===== src/rtl/cache_miss_ctrl_pkg.sv =====
// Shared types for the cache miss controller.
// Widths, way count, FSM state encoding and a multi-hit helper.
package cache_miss_ctrl_pkg;

    localparam int INDEX_WIDTH = 6;
    localparam int TAG_WIDTH   = 8;
    localparam int NUM_WAYS    = 4;

    typedef enum logic [2:0] {
        CMC_IDLE      = 3'd0,
        CMC_LOOKUP    = 3'd1,
        CMC_VICTIM    = 3'd2,
        CMC_FILL_REQ  = 3'd3,
        CMC_FILL_WAIT = 3'd4,
        CMC_UPDATE    = 3'd5,
        CMC_RESP      = 3'd6
    } cmc_state_e;

    // True when two or more ways matched the same tag.
    function automatic logic multi_hit(input logic [NUM_WAYS-1:0] v);
        return (v & (v - 1'b1)) != '0;
    endfunction

endpackage


===== src/rtl/sat_counter.sv =====
// Width-parameterised saturating incrementer.
// Ports: clk, reset_i (sync, high), inc_i, cnt_o (sticks at all-ones).
module sat_counter #(
    parameter int W = 16
) (
    input  logic         clk,
    input  logic         reset_i,
    input  logic         inc_i,
    output logic [W-1:0] cnt_o
);

    logic [W-1:0] cnt_q;

    always_ff @(posedge clk) begin
        if (reset_i) begin
            cnt_q <= '0;
        end else if (inc_i && (cnt_q != {W{1'b1}})) begin
            cnt_q <= cnt_q + 1'b1;
        end
    end

    assign cnt_o = cnt_q;

endmodule


===== src/rtl/cache_miss_ctrl.sv =====
// Single-outstanding miss controller for a 4-way cache.
// Ports: CPU req/resp, tag array, LRU update/query, mem refill, stats.
module cache_miss_ctrl
    import cache_miss_ctrl_pkg::*;
#(
    parameter int STAT_W = 16
) (
    input  logic                   clk,
    input  logic                   reset,
    input  logic                   cpu_req_valid,
    output logic                   cpu_req_ready,
    input  logic [INDEX_WIDTH-1:0] cpu_req_idx,
    input  logic [TAG_WIDTH-1:0]   cpu_req_tag,
    output logic                   cpu_resp_valid,
    output logic [1:0]             cpu_resp_way,
    output logic                   cpu_resp_hit,
    output logic [INDEX_WIDTH-1:0] lookup_idx,
    output logic [TAG_WIDTH-1:0]   lookup_tag,
    input  logic [NUM_WAYS-1:0]    hit_vec,
    output logic                   tag_we,
    output logic [1:0]             tag_way,
    output logic                   lru_update_en,
    output logic [INDEX_WIDTH-1:0] lru_set_idx,
    output logic [1:0]             lru_accessed_way,
    output logic [INDEX_WIDTH-1:0] lru_query_idx,
    input  logic [1:0]             lru_victim_way,
    output logic                   mem_req_valid,
    input  logic                   mem_req_ready,
    output logic [INDEX_WIDTH-1:0] mem_req_idx,
    output logic [TAG_WIDTH-1:0]   mem_req_tag,
    input  logic                   mem_resp_valid,
    output logic [STAT_W-1:0]      hit_cnt,
    output logic [STAT_W-1:0]      miss_cnt,
    output logic                   multi_hit_err
);

    cmc_state_e             state_q;
    logic [INDEX_WIDTH-1:0] r_idx_q;
    logic [TAG_WIDTH-1:0]   r_tag_q;
    logic [1:0]             r_way_q;
    logic                   hit_q;
    logic                   ready_q;
    logic                   mreq_q;
    logic                   upd_q;
    logic                   resp_q;
    logic                   mhe_q;

    logic       any_hit;
    logic [1:0] hit_way;

    assign any_hit = |hit_vec;

    // Lowest matching way wins on a multi-hit.
    always_comb begin
        hit_way = 2'd0;
        if (hit_vec[0]) begin
            hit_way = 2'd0;
        end else if (hit_vec[1]) begin
            hit_way = 2'd1;
        end else if (hit_vec[2]) begin
            hit_way = 2'd2;
        end else if (hit_vec[3]) begin
            hit_way = 2'd3;
        end
    end

    always_ff @(posedge clk) begin
        if (reset) begin
            state_q <= CMC_IDLE;
            r_idx_q <= '0;
            r_tag_q <= '0;
            r_way_q <= '0;
            hit_q   <= 1'b0;
            ready_q <= 1'b1;
            mreq_q  <= 1'b0;
            upd_q   <= 1'b0;
            resp_q  <= 1'b0;
            mhe_q   <= 1'b0;
        end else begin
            upd_q  <= 1'b0;
            resp_q <= 1'b0;
            unique case (state_q)
                CMC_IDLE: begin
                    if (cpu_req_valid) begin
                        r_idx_q <= cpu_req_idx;
                        r_tag_q <= cpu_req_tag;
                        ready_q <= 1'b0;
                        state_q <= CMC_LOOKUP;
                    end
                end
                CMC_LOOKUP: begin
                    hit_q <= any_hit;
                    if (any_hit) begin
                        r_way_q <= hit_way;
                        upd_q   <= 1'b1;
                        state_q <= CMC_UPDATE;
                        if (multi_hit(hit_vec)) begin
                            mhe_q <= 1'b1;
                        end
                    end else begin
                        state_q <= CMC_VICTIM;
                    end
                end
                CMC_VICTIM: begin
                    // LRU output is registered on r_idx, valid only now.
                    r_way_q <= lru_victim_way;
                    mreq_q  <= 1'b1;
                    state_q <= CMC_FILL_REQ;
                end
                CMC_FILL_REQ: begin
                    if (mem_req_ready) begin
                        mreq_q  <= 1'b0;
                        state_q <= CMC_FILL_WAIT;
                    end
                end
                CMC_FILL_WAIT: begin
                    if (mem_resp_valid) begin
                        upd_q   <= 1'b1;
                        state_q <= CMC_UPDATE;
                    end
                end
                CMC_UPDATE: begin
                    resp_q  <= 1'b1;
                    state_q <= CMC_RESP;
                end
                CMC_RESP: begin
                    ready_q <= 1'b1;
                    state_q <= CMC_IDLE;
                end
                default: begin
                    ready_q <= 1'b1;
                    state_q <= CMC_IDLE;
                end
            endcase
        end
    end

    sat_counter #(.W(STAT_W)) u_hit_cnt (
        .clk     (clk),
        .reset_i (reset),
        .inc_i   ((state_q == CMC_LOOKUP) && any_hit),
        .cnt_o   (hit_cnt)
    );

    sat_counter #(.W(STAT_W)) u_miss_cnt (
        .clk     (clk),
        .reset_i (reset),
        .inc_i   ((state_q == CMC_LOOKUP) && !any_hit),
        .cnt_o   (miss_cnt)
    );

    assign cpu_req_ready    = ready_q;
    assign cpu_resp_valid   = resp_q;
    assign cpu_resp_way     = r_way_q;
    assign cpu_resp_hit     = hit_q;
    assign lookup_idx       = r_idx_q;
    assign lookup_tag       = r_tag_q;
    assign lru_query_idx    = r_idx_q;
    assign lru_set_idx      = r_idx_q;
    assign lru_accessed_way = r_way_q;
    assign lru_update_en    = upd_q;
    assign mem_req_idx      = r_idx_q;
    assign mem_req_tag      = r_tag_q;
    assign multi_hit_err    = mhe_q;
    assign tag_way          = r_way_q;

    // Reset kills the refill request and write in the same cycle.
    assign mem_req_valid = mreq_q && !reset;
    assign tag_we = (state_q == CMC_FILL_WAIT) && mem_resp_valid && !reset;

endmodule


===== config.mk =====
export PLATFORM = sky130hd
export DESIGN_NAME = cache_miss_ctrl
export DESIGN_NICKNAME = d
export VERILOG_FILES = /design/src/rtl/cache_miss_ctrl_pkg.sv /design/src/rtl/sat_counter.sv /design/src/rtl/cache_miss_ctrl.sv
export SDC_FILE = /design/constraint.sdc
export NUM_CORES = 1
export LEC_CHECK = 0
export ABC_AREA = 1
export CAP_MARGIN = 10
export CORE_ASPECT_RATIO = 1.4
export CORE_MARGIN = 5
export CORE_UTILIZATION = 49
export CTS_BUF_LIST = sky130_fd_sc_hd__clkbuf_8 sky130_fd_sc_hd__clkbuf_16
export DETAILED_ROUTE_END_ITERATION = 8
export PLACE_DENSITY = 0.86
export SYNTH_ARGS = -nofsm -noshare
export SYNTH_HDL_FRONTEND = slang
export SYNTH_SLANG_ARGS = --single-unit

===== constraint.sdc =====
create_clock -name clk -period 3.2 [get_ports clk]
set_input_delay 0.96 -clock clk [delete_from_list [all_inputs] [get_ports clk]]
set_output_delay 0.96 -clock clk [all_outputs]
set_load 0.01 [all_outputs]

==> results of run 1 <==
[synth_stat cells (3+ instances only)]
library cell                 n
sky130_fd_sc_hd__dfxtp_1    57
sky130_fd_sc_hd__nand2_1   155
sky130_fd_sc_hd__inv_1      37
sky130_fd_sc_hd__clkbuf_1    4
sky130_fd_sc_hd__xnor2_1     7
sky130_fd_sc_hd__a21oi_1    32
sky130_fd_sc_hd__nor2_1     51
sky130_fd_sc_hd__inv_2       3
sky130_fd_sc_hd__nor2_2      3
sky130_fd_sc_hd__o21ai_0    14
sky130_fd_sc_hd__nand3_1    15
sky130_fd_sc_hd__nand4_1    10
sky130_fd_sc_hd__xor2_1      6
sky130_fd_sc_hd__nand2_2     3
sky130_fd_sc_hd__buf_4      32
sky130_fd_sc_hd__a21oi_2    10
[worst register-to-register path, stage by stage (launching register included)]
cell                      delay [ns]
sky130_fd_sc_hd__dfxtp_1        0.47
sky130_fd_sc_hd__ha_1           0.30
sky130_fd_sc_hd__nand3_1        0.17
sky130_fd_sc_hd__inv_2          0.14
sky130_fd_sc_hd__nand2_4        0.07
sky130_fd_sc_hd__o21ai_4        0.42
sky130_fd_sc_hd__inv_2          0.25
sky130_fd_sc_hd__nand2_1        0.15
sky130_fd_sc_hd__a21oi_2        0.06
[flip-flops by register name (all words and copies together) (netlist names)]
register	count
mreq_q	1
lookup_tag	8
u_hit_cnt.cnt_o	16
u_miss_cnt.cnt_o	16
cpu_resp_way	2
state_q	3
multi_hit_err	1
lookup_idx	6
cpu_req_ready	1
lru_update_en	1
cpu_resp_valid	1
cpu_resp_hit	1
[metrics by stage]
stage / instance area, µm² / worst slack (ns) / total power, mW
floorplan: 3120 / 0.865 / 1.06
global route: 4280 / 0.0289 / 2.15
CTS: 4280 / 0.0843 / 2.07
finish: 4280 / 0.0860 / 2.05
detailed placement: 4040 / 0.0877 / 1.24
global placement: 4040 / 0.0943 / 1.23
[report_power, final]
part           leakage [nW]  switching [mW]  total, mW  internal, mW
Clock                 0.126           0.291      0.825         0.534
Combinational          1.03           0.214      0.427         0.214
Sequential            0.463          0.0415      0.797         0.756
[final timing paths]
path | endpoint | slack, ns | cells after the start
max reg2reg | u_miss_cnt.cnt_o[14] | 1.04 | 8
min reg2reg | cpu_req_ready | 0.45 | 2
min | cpu_req_ready | 0.45 | 2
max | tag_we | 0.09 | 4
[area by class of cell]
type | instances | area (µm²)
well taps | 72 | 90.1
clock buffers | 10 | 138
repair buffers | 114 | 1120
clock inverters | 6 | 105
fillers | 528 | 1930
inverters | 40 | 150
flip-flops and latches | 57 | 1140
multi-input cells | 323 | 1530
[cells by family (layout without fill, tap and decap cells)]
logic type	Yosys count	after routing
xor+xnor	13	13
flops	57	57
buf+inv	81	170
fa+ha+maj	2	2
simple gates	246	246
compound gates	62	62
[routing by layer]
layer / up-vias / track usage (%)
met5: - / 0
met4: 0 / 10.9
met3: 23 / 4.68
met2: 125 / 34.7
met1: 1444 / 21.7
li1: 1599 / -
==> impl_summary.txt, run 1 <==
----------------------------------------------------
[GRT]
  Global-route wire length before repair ... 13.3 mm
  Number of antenna violations at the first check in global routing ... 0
  Total global routing track utilization ... about a fifth
  Number of global-route vias before repair ... 2899
  Overflow left after global routing ... 0
  Maximum number of pins on one net before global-route repair ... 29

[CTS]
  Clock insertion delay at the later pin of the skew report ... around 0.34 ns
  H-tree Lvls ... 3
  Clock tree buffer depth ... 2
  Number of clock buffers inserted by TritonCTS ... 9
  TritonCTS clock tree ... yes
  Post-CTS Hold Buffers ... 0
  Sinks on the clock net ... 57
  Clock transition at the registers of the reported paths ... 0.07 ns
  Clock tree root driver cell ... sky130_fd_sc_hd__clkbuf_8
  CTS-repair resized insts ... 0
  Post-CTS Setup Repair Bufs ... 0

[Timing]
  Min Clock Period, post-route ... about 3.1 ns
  RSZ-0062 raised after global routing ... false
  Post-route fraction of the period consumed by the critical path ... 97.3%
  Slew headroom ... 67.7%
  Number of pins with negative max-slew slack in the final report ... 0
  Skew final ... 0.00912 ns
  Top achievable clock speed ... between 0.3 and 0.4 GHz
  Final number of setup-violating endpoints ... 0
  Summed negative setup slack over all endpoints ... 0 ns
  Actual slew at the worst max-slew pin ... about 0.48 ns
  Final count of hold timing violations ... 0
  Hold Worst Slack ... approximately 0.45 ns

[Setup path]
  Most common cell type on the critical path ... sky130_fd_sc_hd__clkdlybuf4s50_1
  Launch point of the critical path ... mem_resp_valid
  Critical path launch point type ... primary input
  Critical Path Max Stage Delay ... 0.55 ns
  Kind of critical path ... primary input to primary output
  Slowest stage cell on the critical path ... sky130_fd_sc_hd__clkdlybuf4s50_1
  Count of buffering cells on the critical path with inverters included ... 2
  Endpoint required time on the critical path ... between 2 and 2.5 ns
  Cell family contributing the most delay on the critical path ... buffers and inverters
  Reg-to-reg startpoint ... u_miss_cnt.cnt_o[0]
  Worst-path fanout max ... 2
  Critical path capture point type ... primary output
  Critical path data arrival time ... 2.15 ns
  Chain of cells forming the critical path ... clkdlybuf4s50_1 -> nand2_1 -> nor2_1 -> clkdlybuf4s50_1

[Synth]
  Number of synthesized flops with an enable pin ... 0
  Dominant combinational cell family by area after synthesis ... simple AND/OR/NAND/NOR gates
  Fraction of synthesis flops using an asynchronous set or reset pin ... 0%
  Multiplexer fraction of the synthesized cell area ... 0%
  Post-synth top area share ... 36.6%
  Synth top area cells ... sky130_fd_sc_hd__dfxtp_1 37%, sky130_fd_sc_hd__nand2_1 19%, sky130_fd_sc_hd__buf_4 7.7%, sky130_fd_sc_hd__nor2_1 6.1%, sky130_fd_sc_hd__a21oi_1 5.1%
  Fraction of the yosys area taken by sequential cells ... between 30 and 40%
  Post-synthesis compound-gate area fraction ... around an eighth
  Yosys warning total ... 0
  Xor and xnor fraction of the mapped netlist area ... under 10%
  Total nets after synthesis ... 488
  Most instantiated flip-flop cell in the synthesis netlist ... sky130_fd_sc_hd__dfxtp_1
  Post-synthesis share of cell area spent on and, or, nand and nor gates ... between 30 and 40%
  Number of instances in the synthesized netlist ... roughly 460
  Post-Syn Area ... 3120 µm²
  Syn_area_per_cell ... 6.76 µm²
  Total of flip-flops plus latches after synthesis ... 57
  Post-synth cell types ... 31
  Arithmetic-cell share of the synthesized area counting full adders, half adders and majority gates ... 0.803%
  Post-synth top area cell ... sky130_fd_sc_hd__dfxtp_1

[Routing]
  Highest metal layer used by the detailed router ... met4
  Number of design-rule violations left by the first detailed-router iteration ... 189
  Detail-routed via count per cell ... 5.13
  Drc violations ... 0
  Total number of vias ... around 3.2k
  DR WL/cell ... 13.0 µm
  Met3 routed wirelength ... 514 µm
  Length of routed met2 wiring ... roughly 4.2 mm
  DRT Wirelength ... 8.11 mm
  Routed metal-1 wire length ... ~3.2 mm
  First-pass DRT Iterations ... 5
  Number of antenna-violating nets in the routed design ... 0

[Placed design]
  Number of buffers inserted by port buffering ... 109
  Placed instance count ... 606
  Half-perimeter wire length of the detailed placement result ... 5.98 mm
  Routability congestion estimate ... 0.875

[Floorplanning]
  Io pins ... 110
  Starting Density ... between 50% and 60%
  Die Area ... 8080 µm²
  Placeable core region ... 6210 µm²
  Width of the die ... 77.4 µm
  Chip height ... roughly 100 µm
  Row Count ... 34

[Power]
  Power per cell area ... about 480 nW/µm²
  VDD IR-drop max ... 0.291 mV
  Leakage power figure ... around 1.6 nW

[Cells and area]
  Count of antenna diodes in the layout ... 0
  Net count of the finished layout ... 572
  Most used cells in the layout excluding fill and tap cells ... 155 x sky130_fd_sc_hd__nand2_1, 108 x sky130_fd_sc_hd__clkdlybuf4s50_1, 57 x sky130_fd_sc_hd__dfxtp_1, 51 x sky130_fd_sc_hd__nor2_1, 37 x sky130_fd_sc_hd__inv_1
  Final cell count without fillers ... 622
  Core Util, Final ... approximately 69%
  Share of post-route cells with drive strength above 1 ... 8.55%
  Most frequent standard cell in the layout excluding fill and tap cells ... sky130_fd_sc_hd__nand2_1
  Growth of design area from synthesis to finish ... 37.4%

[Worst hold path]
  Min-Delay Path Class ... register to register
  Startpoint of the lowest-slack hold path ... cpu_req_ready

[Run status]
  Result of the run ... completed

[Run]
  Maximum Capacitance Violations ... 0

----------------------------------------------------
No activity file was read; power rests on OpenSTA's default activity.
==> inputs of run 2 (changes only) <==
--- a/config.mk
+++ b/config.mk
@@ -7,12 +7,13 @@
 export LEC_CHECK = 0
 export ABC_AREA = 1
 export CAP_MARGIN = 10
-export CORE_ASPECT_RATIO = 1.4
 export CORE_MARGIN = 5
 export CORE_UTILIZATION = 49
 export CTS_BUF_LIST = sky130_fd_sc_hd__clkbuf_8 sky130_fd_sc_hd__clkbuf_16
 export DETAILED_ROUTE_END_ITERATION = 8
+export HOLD_SLACK_MARGIN = 0.06
 export PLACE_DENSITY = 0.86
+export SLEW_MARGIN = 40
 export SYNTH_ARGS = -nofsm -noshare
 export SYNTH_HDL_FRONTEND = slang
 export SYNTH_SLANG_ARGS = --single-unit
==> run 2 against run 1 <==
Effect of this change: hold slack got worse by 0.0046 ns; wire length decreased by 0.62%; combinational power about the same; sequential share of layout area increased by 0.31 points; cell count increased by 0.64%; critical path type unchanged; clock skew decreased by 0.0016 ns; via count decreased by 2.8%; global-route usage about the same; maximum frequency about the same; largest cell class unchanged; setup slack improved by 0.0030 ns; non-clock buffer count decreased by 1.
==> impl_summary.txt, run 2 (synthesis results as in run 1) <==
----------------------------------------------------
[CTS]
  TritonCTS clock tree ... yes
  Post-CTS Hold Buffers ... 0
  Sinks on the clock net ... 57
  CTS-repair resized insts ... 0
  Clock tree root driver cell ... sky130_fd_sc_hd__clkbuf_8
  Clock transition at the registers of the reported paths ... 0.07 ns
  H-tree Lvls ... 3
  Clock tree buffer depth ... 2
  Post-CTS Setup Repair Bufs ... 0
  Number of clock buffers inserted by TritonCTS ... 9
  Clock insertion delay at the later pin of the skew report ... 0.33 ns

[Power]
  Power Total ... 1.89 mW
  Power per cell area ... ~450 nW/µm²
  VDD IR-drop max ... 0.313 mV
  Leakage power figure ... 1.58 nW

[Setup path]
  Critical path launch point type ... primary input
  Critical path capture point type ... primary output
  Kind of critical path ... primary input to primary output
  Endpoint required time on the critical path ... ~2.2 ns
  Worst-path fanout max ... 2
  Critical path data arrival time ... 2.15 ns

[Cells and area]
  Fin area ... 4230 µm²
  Net count of the finished layout ... around 570
  Count of antenna diodes in the layout ... 0
  Layout filler cell count ... 567
  Most frequent standard cell in the layout excluding fill and tap cells ... sky130_fd_sc_hd__nand2_1
  Most used cells in the layout excluding fill and tap cells ... 155 x sky130_fd_sc_hd__nand2_1, 108 x sky130_fd_sc_hd__clkdlybuf4s50_1, 57 x sky130_fd_sc_hd__dfxtp_1, 51 x sky130_fd_sc_hd__nor2_1, 37 x sky130_fd_sc_hd__inv_1
  Multi-input combinational cell area ... roughly 1500 µm²
  Growth of design area from synthesis to finish ... 35.8%
  Sequential cell area in the final layout ... 1140 µm²
  Share of post-route cells with drive strength above 1 ... 8.38%

[Timing]
  RSZ-0062 raised after global routing ... false
  Skew final ... 0.00754 ns
  Min Clock Period, post-route ... 3.11 ns
  Slew headroom ... 65.4%
  Final count of hold timing violations ... 0
  Actual slew at the worst max-slew pin ... 0.517 ns
  Top achievable clock speed ... 0.321 GHz
  Summed negative setup slack over all endpoints ... 0 ns
  Post-route fraction of the period consumed by the critical path ... between 90% and 100%
  Final number of setup-violating endpoints ... 0
  Number of pins with negative max-slew slack in the final report ... 0

[Routing]
  DRT Wirelength ... 8.06 mm
  Number of antenna-violating nets in the routed design ... 0
  Number of design-rule violations left by the first detailed-router iteration ... 111
  Total number of vias ... 3103
  First-pass DRT Iterations ... 4
  DR WL/cell ... 12.9 µm
  Detail-routed via count per cell ... roughly 5.0
  Drc violations ... 0

[Placed design]
  Cell area after placement ... 4040 µm²
  Routability congestion estimate ... 0.904
  Half-perimeter wire length of the detailed placement result ... 5.98 mm
  Number of buffers inserted by port buffering ... between 100 and 150

[GRT]
  Total global routing track utilization ... between 10% and 20%
  Global-route wire length before repair ... 13.6 mm
  Number of antenna violations at the first check in global routing ... 0
  Maximum number of pins on one net before global-route repair ... 38
  Overflow left after global routing ... 0
  Number of global-route vias before repair ... 2933

[Floorplanning]
  Row Count ... 29
  Placeable core region ... 6280 µm²
  Starting Density ... 49.6%
  Chip height ... 89.7 µm
  Width of the die ... about 90 µm
  Die Area ... approximately 8100 µm²
  Io pins ... 110

[Run]
  Maximum Capacitance Violations ... 0

[Run status]
  Result of the run ... completed

[Worst hold path]
  Min-Delay Path Class ... register to register

----------------------------------------------------
[run 2: cell count changes in the layout (fill, tap and decap cells not counted), sizes merged]
cell	change
buf	-1
bufinv	-2
clkbuf	-1
clkinvlp	+3
[run 2: final cells by class]
cell class / count / area share, %
sequential: 57 / 27.0
clock inverter: 7 / 1.69
inverter: 40 / 3.55
timing repair buffer: 113 / 26.4
multi-input combinational: 323 / 36.2
clock buffer: 9 / 2.93
tap: 77 / 2.28
[run 2: layer usage]
layer	GRT usage (%)	routed length, µm	up-vias
met3	6.34	487	9
met2	34.1	4010	86
met5	0	0	-
li1	-	-	1592
met4	6.80	95	0
met1	23.4	3470	1416
[run 2: path summary, 6_finish.rpt]
| check | startpoint | cells past startpoint | slack [ns] | end |
|---|---|---|---|---|
| worst max-delay path | mem_resp_valid | 4 | 0.09 | tag_we |
| worst min-delay path | cpu_req_ready | 2 | 0.45 | cpu_req_ready |
| worst max register to register | u_miss_cnt.cnt_o[0] | 8 | 1.13 | u_miss_cnt.cnt_o[5] |
| worst min register to register | cpu_req_ready | 2 | 0.45 | cpu_req_ready |
[run 2: worst max-delay path, cell delays in order]
cell	delay, ns
sky130_fd_sc_hd__clkdlybuf4s50_1	0.48
sky130_fd_sc_hd__nand2_1	0.07
sky130_fd_sc_hd__nor2_1	0.10
sky130_fd_sc_hd__clkdlybuf4s50_1	0.54
[run 2: stage by stage]
step | cells | utilization (%) | worst slack, ns | hold WS, ns
floorplan | 461 | - | 0.865 | 0.472
CTS | 626 | 67.4 | 0.0916 | 0.451
detailed placement | 610 | 64.3 | 0.0995 | 0.436
global route | 626 | 67.4 | 0.0575 | 0.494
finish | 626 | 67.4 | 0.0890 | 0.448
global placement | 610 | 64.3 | 0.0954 | 0.431
[run 2: power by group]
group          internal, mW  total [mW]  switching, mW
combinational         0.210       0.425          0.214
sequential            0.756       0.797         0.0417
clock                 0.357       0.664          0.307
total                  1.32        1.89          0.563
==> inputs of run 3 (changes only) <==
--- a/config.mk
+++ b/config.mk
@@ -6,7 +6,7 @@
 export NUM_CORES = 1
 export LEC_CHECK = 0
 export ABC_AREA = 1
-export CAP_MARGIN = 10
+export CAP_MARGIN = 40
 export CORE_MARGIN = 5
 export CORE_UTILIZATION = 49
 export CTS_BUF_LIST = sky130_fd_sc_hd__clkbuf_8 sky130_fd_sc_hd__clkbuf_16
==> results of run 3 <==
Final layout, timing and power as in run 2 (identical DEF).
